**src/rtl/midi_byte_tx.sv**
```systemverilog
// midi_byte_tx: buffered 8N1 MIDI serial transmitter with optional
// running-status suppression of repeated channel status bytes.
module midi_byte_tx #(
    parameter int BAUD_DIV   = 1600,
    parameter int FIFO_DEPTH = 16,
    parameter int RUN_STATUS = 1
) (
    input  logic                        reg_clk,
    input  logic                        reset_reg,
    input  logic [7:0]                  tx_data,
    input  logic                        tx_valid,
    output logic                        tx_ready,
    output logic                        midi_out,
    output logic                        tx_busy,
    output logic [$clog2(FIFO_DEPTH):0] fifo_level,
    output logic                        byte_sent,
    output logic                        byte_dropped,
    output logic                        overflow
);
    localparam int AW = $clog2(FIFO_DEPTH);
    localparam int TW = $clog2(BAUD_DIV);
    localparam logic [TW-1:0] TMR_TOP = TW'(BAUD_DIV - 1);

    typedef enum logic [1:0] {IDLE, START, DATA, STOP} state_t;

    state_t          state, state_n;
    logic [TW-1:0]   timer, timer_n;
    logic [2:0]      bit_idx, bit_idx_n;
    logic [7:0]      shreg, shreg_n;
    logic [7:0]      last_status, last_status_n;
    logic            rs_vld, rs_vld_n;
    logic            line_n, sent_n, drop_n;

    logic [7:0]      mem [FIFO_DEPTH];
    logic [AW:0]     wr_ptr, rd_ptr;
    logic            full, empty, push, pop;
    logic [7:0]      head;
    logic            is_chan, is_sys, suppress;

    // Pointers carry one extra wrap bit so full and empty are distinguishable.
    assign full       = (wr_ptr[AW] != rd_ptr[AW]) && (wr_ptr[AW-1:0] == rd_ptr[AW-1:0]);
    assign empty      = (wr_ptr == rd_ptr);
    assign push       = tx_valid & ~full;
    assign head       = mem[rd_ptr[AW-1:0]];
    assign tx_ready   = ~full;
    assign fifo_level = wr_ptr - rd_ptr;
    assign tx_busy    = (state != IDLE) | ~empty;

    always_ff @(posedge reg_clk or posedge reset_reg) begin
        if (reset_reg) begin
            wr_ptr   <= '0;
            rd_ptr   <= '0;
            overflow <= 1'b0;
        end else begin
            if (push)
                wr_ptr <= wr_ptr + (AW+1)'(1);
            if (pop)
                rd_ptr <= rd_ptr + (AW+1)'(1);
            if (tx_valid && full)
                overflow <= 1'b1;
        end
    end

    always_ff @(posedge reg_clk) begin
        if (push)
            mem[wr_ptr[AW-1:0]] <= tx_data;
    end

    // Channel status 0x80-0xEF participates in running status; 0xF0-0xF7 cancels it.
    assign is_chan  = head[7] && (head[7:4] != 4'hF);
    assign is_sys   = (head[7:3] == 5'b11110);
    assign suppress = (RUN_STATUS != 0) && is_chan && rs_vld && (head == last_status);

    always_comb begin
        state_n       = state;
        timer_n       = timer;
        bit_idx_n     = bit_idx;
        shreg_n       = shreg;
        last_status_n = last_status;
        rs_vld_n      = rs_vld;
        line_n        = 1'b1;
        sent_n        = 1'b0;
        drop_n        = 1'b0;
        pop           = 1'b0;

        case (state)
            IDLE: begin
                if (!empty) begin
                    pop     = 1'b1;
                    shreg_n = head;
                    if (suppress) begin
                        drop_n = 1'b1;
                    end else begin
                        state_n = START;
                        timer_n = TMR_TOP;
                        line_n  = 1'b0;
                        if (RUN_STATUS != 0) begin
                            if (is_chan) begin
                                last_status_n = head;
                                rs_vld_n      = 1'b1;
                            end else if (is_sys) begin
                                rs_vld_n      = 1'b0;
                            end
                        end
                    end
                end
            end
            START: begin
                line_n = 1'b0;
                if (timer == '0) begin
                    state_n   = DATA;
                    bit_idx_n = 3'd0;
                    timer_n   = TMR_TOP;
                    line_n    = shreg[0];
                end else begin
                    timer_n = timer - TW'(1);
                end
            end
            DATA: begin
                line_n = shreg[bit_idx];
                if (timer == '0) begin
                    timer_n = TMR_TOP;
                    if (bit_idx == 3'd7) begin
                        state_n = STOP;
                        line_n  = 1'b1;
                    end else begin
                        bit_idx_n = bit_idx + 3'd1;
                        line_n    = shreg[bit_idx + 3'd1];
                    end
                end else begin
                    timer_n = timer - TW'(1);
                end
            end
            STOP: begin
                line_n = 1'b1;
                if (timer == '0) begin
                    state_n = IDLE;
                    sent_n  = 1'b1;
                end else begin
                    timer_n = timer - TW'(1);
                end
            end
            default: begin
                state_n = IDLE;
            end
        endcase
    end

    // Line level is registered from the next-state decode so midi_out never glitches.
    always_ff @(posedge reg_clk or posedge reset_reg) begin
        if (reset_reg) begin
            state        <= IDLE;
            timer        <= '0;
            bit_idx      <= 3'd0;
            shreg        <= 8'h00;
            last_status  <= 8'h00;
            rs_vld       <= 1'b0;
            midi_out     <= 1'b1;
            byte_sent    <= 1'b0;
            byte_dropped <= 1'b0;
        end else begin
            state        <= state_n;
            timer        <= timer_n;
            bit_idx      <= bit_idx_n;
            shreg        <= shreg_n;
            last_status  <= last_status_n;
            rs_vld       <= rs_vld_n;
            midi_out     <= line_n;
            byte_sent    <= sent_n;
            byte_dropped <= drop_n;
        end
    end

endmodule

```
**config.mk**
```make
export PLATFORM = sky130hd
export DESIGN_NAME = midi_byte_tx
export DESIGN_NICKNAME = d
export VERILOG_FILES = /design/src/rtl/midi_byte_tx.sv
export SDC_FILE = /design/constraint.sdc
export NUM_CORES = 1
export LEC_CHECK = 0
export BUFFER_PORTS_ARGS = -buffer_cell sky130_fd_sc_hd__buf_2
export CAP_MARGIN = 25
export CORE_ASPECT_RATIO = 2
export CORE_MARGIN = 5
export CORE_UTILIZATION = 65
export CTS_BUF_LIST = sky130_fd_sc_hd__clkbuf_8
export DETAILED_ROUTE_END_ITERATION = 8
export PLACE_DENSITY_LB_ADDON = 0.3
export SKIP_CTS_REPAIR_TIMING = 1
export SYNTH_ARGS = -nofsm -noshare
export SYNTH_HDL_FRONTEND = slang
export SYNTH_SLANG_ARGS = --single-unit
```
**constraint.sdc**
```tcl
create_clock -name reg_clk -period 4 [get_ports reg_clk]
set_input_delay 0.8 -clock reg_clk [delete_from_list [all_inputs] [get_ports reg_clk]]
set_output_delay 0.8 -clock reg_clk [all_outputs]
set_load 0.05 [all_outputs]
```
==> summary.md <==
| Metric | Value |
|---|---|
| Crit path launch type | `register` |
| DR iter-0 viols | `334` |
| ANT cells | `0` |
| First-pass GRT wire length | `27200 µm` |
| Hold Path Class | `input port to async pin` |
| Fin. Hold Viols | `0` |
| First-pass DRT Iterations | `5` |
| Number of vias per cell | `6.44` |
| Seq/Total Area, Yosys | `61.1%` |
| Syn-to-layout area delta | `9.32%` |
| Fmax | `0.276 GHz` |
| Post-route setup TNS | `0 ps` |
| Req. time, crit path | `4340 ps` |
| Post-Syn Area | `8220 µm²` |
| Critical Path End Type | `register` |
| Synth Warn # | `0` |
| Die area | `15100 µm²` |
| Peak VDD IR | `0.548 mV` |
| Unrepaired setup endpoints after global routing | `no` |
| Slew headroom | `44.6%` |
| Routed len/inst | `21.7 µm` |
| Starting Density | `65.8%` |
| Worst Skew | `14.3 ps` |
| Total wire length | `17100 µm` |
| Initial antenna violation count | `0` |
| Final setup viols | `0` |
| CTS buffer count | `17` |
| Final net count | `656` |
| CTS tree | `done` |
| Psw | `3.20 mW` |
| DRC viols | `0` |
| Max Root-Sink Buffers | `2` |
| Layout cells sized above 1 | `22.1%` |
| FFs w/ async S/R, synth | `26.9%` |
| Status | `completed` |
| Max-Cap Viols | `0` |
| Critical-path maximum fanout | `22` |
| Flop pwr share | `35.4%` |
| Synthesized area per cell | `14.1 µm²` |
| Measured slew at the worst slew-check pin | `810 ps` |
| CORE AREA | `12500 µm²` |
| Critical path class | `register to register` |
| Int Pwr | `4.22 mW` |
| Synthesized instance count | `583` |
| Comb power frac | `48.7%` |
| Ys flop type | `edfxtp_1` |
| Pin count of the biggest net entering global routing | `48` |
| Most frequent cells in the layout | `128 x edfxtp_1, 47 x nand2_1, 46 x dfrtp_1` |
| Worst Path Arrival | `3970 ps` |
| Global router's overall resource usage | `24.7%` |
| # H-tree levels | `4` |
| GPL Wtd Cong | `0.935` |
| Chip Width | `89.5 µm` |
| Worst-path clk slew | `100 ps` |
| Clock root cell | `clkbuf_8` |
| IO Pins | `22` |
| Detailed placement HPWL | `12500 µm` |
| Post-synth EDFFs | `128` |
| Final min period | `3630 ps` |
| Final Power | `7.42 mW` |
| Via Count | `5083` |
| Power density cells | `826 nW/µm²` |
| Max Slew Vio Count | `0` |
| Number of global-route vias before repair | `5168` |
| Gr ovfl total | `0` |
| DIE HEIGHT | `169 µm` |
| Antenna-violating nets left | `0` |
| Commonest non-fill, non-tap cell in the layout | `edfxtp_1` |
| Yosys cell types | `69` |
| Leak Pwr | `3.36 nW` |
| Clock insertion delay at the later pin of the skew report | `460 ps` |
| Clock power frac | `16.0%` |
| Switching fraction of total power | `43.2%` |
| Synth Register Bits | `175` |
| Synthesized net count | `613` |
| Num Clock Sinks | `175` |
| I/O Buffers | `21` |
| Final Cycle Share | `90.7%` |
| Rows | `58` |
==> critical path, cell delays in order, from the launching register on <==
cell,delay [ps]
dfrtp_1,860
buf_4,390
mux2_2,370
o22ai_1,250
or2_2,180
o21ai_0,90
o31ai_2,430
o2111a_1,500
nor2_1,110
a311o_1,330
==> per-stage QoR <==
stage / setup WS, ps / hold slack (ps) / util (%) / instances / area, µm²
after floorplan: 989 / 434 / - / 583 / 8220
after global placement: 492 / 434 / 68.6 / 756 / 8570
after detailed placement: 357 / 453 / 68.6 / 756 / 8570
after CTS: 333 / 479 / 71.8 / 788 / 8960
after global routing: 133 / 171 / 72.0 / 789 / 8980
final: 372 / 185 / 72.0 / 789 / 8980
==> registers in the layout, indices dropped and copies added (netlist names) <==
register      cells
rd_ptr            5
wr_ptr            5
state             2
overflow          1
bit_idx           3
rs_vld            1
byte_sent         1
byte_dropped      1
midi_out          1
mem             128
timer            11
last_status       8
shreg             8
==> synthesized netlist by cell type, types with 11 or more instances <==
| cell type | n | area (µm²) |
|---|---|---|
| edfxtp_1 | 128 | 3840 |
| nand2_1 | 47 | 176 |
| dfrtp_1 | 46 | 1150 |
| nor2_1 | 42 | 158 |
| mux4_2 | 26 | 586 |
| inv_1 | 20 | 75.1 |
| ha_1 | 18 | 225 |
| o21ai_0 | 18 | 90.1 |
| nor3_1 | 17 | 85.1 |
| xnor2_1 | 15 | 131 |
| a21oi_1 | 13 | 65.1 |
| nor4_1 | 12 | 75.1 |
| mux2_2 | 11 | 124 |
==> cell type report <==
type                            count  area (µm²)
Inverter                           21        78.8
Timing Repair Buffer               49         340
Clock buffer                       17         234
Multi-Input combinational cell    362        2960
Fill cell                         819        3500
Tap cell                          150         188
Sequential cell                   175        5020
Clock inverter                     15         164
==> routing by layer <==
| layer | share of wire, % | track usage [%] |
|---|---|---|
| met5 | 0 | 0 |
| met4 | 4.0 | 12.1 |
| met3 | 3.3 | 3.70 |
| met2 | 59 | 45.0 |
| met1 | 34 | 26.6 |
==> path summary, 6_finish.rpt <==
kind | start | to | slack [ps] | cells after the start
hold reg to reg | overflow | overflow | 470 | 1
min in group reg_clk | overflow | overflow | 470 | 1
setup reg to reg | rd_ptr[0] | state[1] | 370 | 9
max in group asynchronous | reset_reg | midi_out | 3290 | 3
setup / recovery | rd_ptr[0] | state[1] | 370 | 9
hold / removal | reset_reg | timer[0] | 190 | 2
==> cell families (layout without fill, tap and decap cells) <==
family / count (synthesis) / after routing / synth area share [%]
mux: 55 / 55 / 11.7
buf+inv: 46 / 102 / 2.91
xor+xnor: 19 / 19 / 2.02
flops: 175 / 175 / 61.1
simple gates: 168 / 168 / 10.3
fa+ha+maj: 19 / 19 / 2.98
compound gates: 101 / 101 / 9.03
==> power by group through the flow <==
stage | logic [mW] | registers [mW] | clock network (mW)
2_1_floorplan | 2.89 | 2.54 | 0
3_3_place_gp | 3.50 | 2.64 | 0
3_5_place_dp | 3.59 | 2.67 | 0
4_1_cts | 3.61 | 2.63 | 1.21
5_1_grt | 3.91 | 2.68 | 1.30
6_report | 3.61 | 2.63 | 1.18
Power figures use the tool's default switching activity.
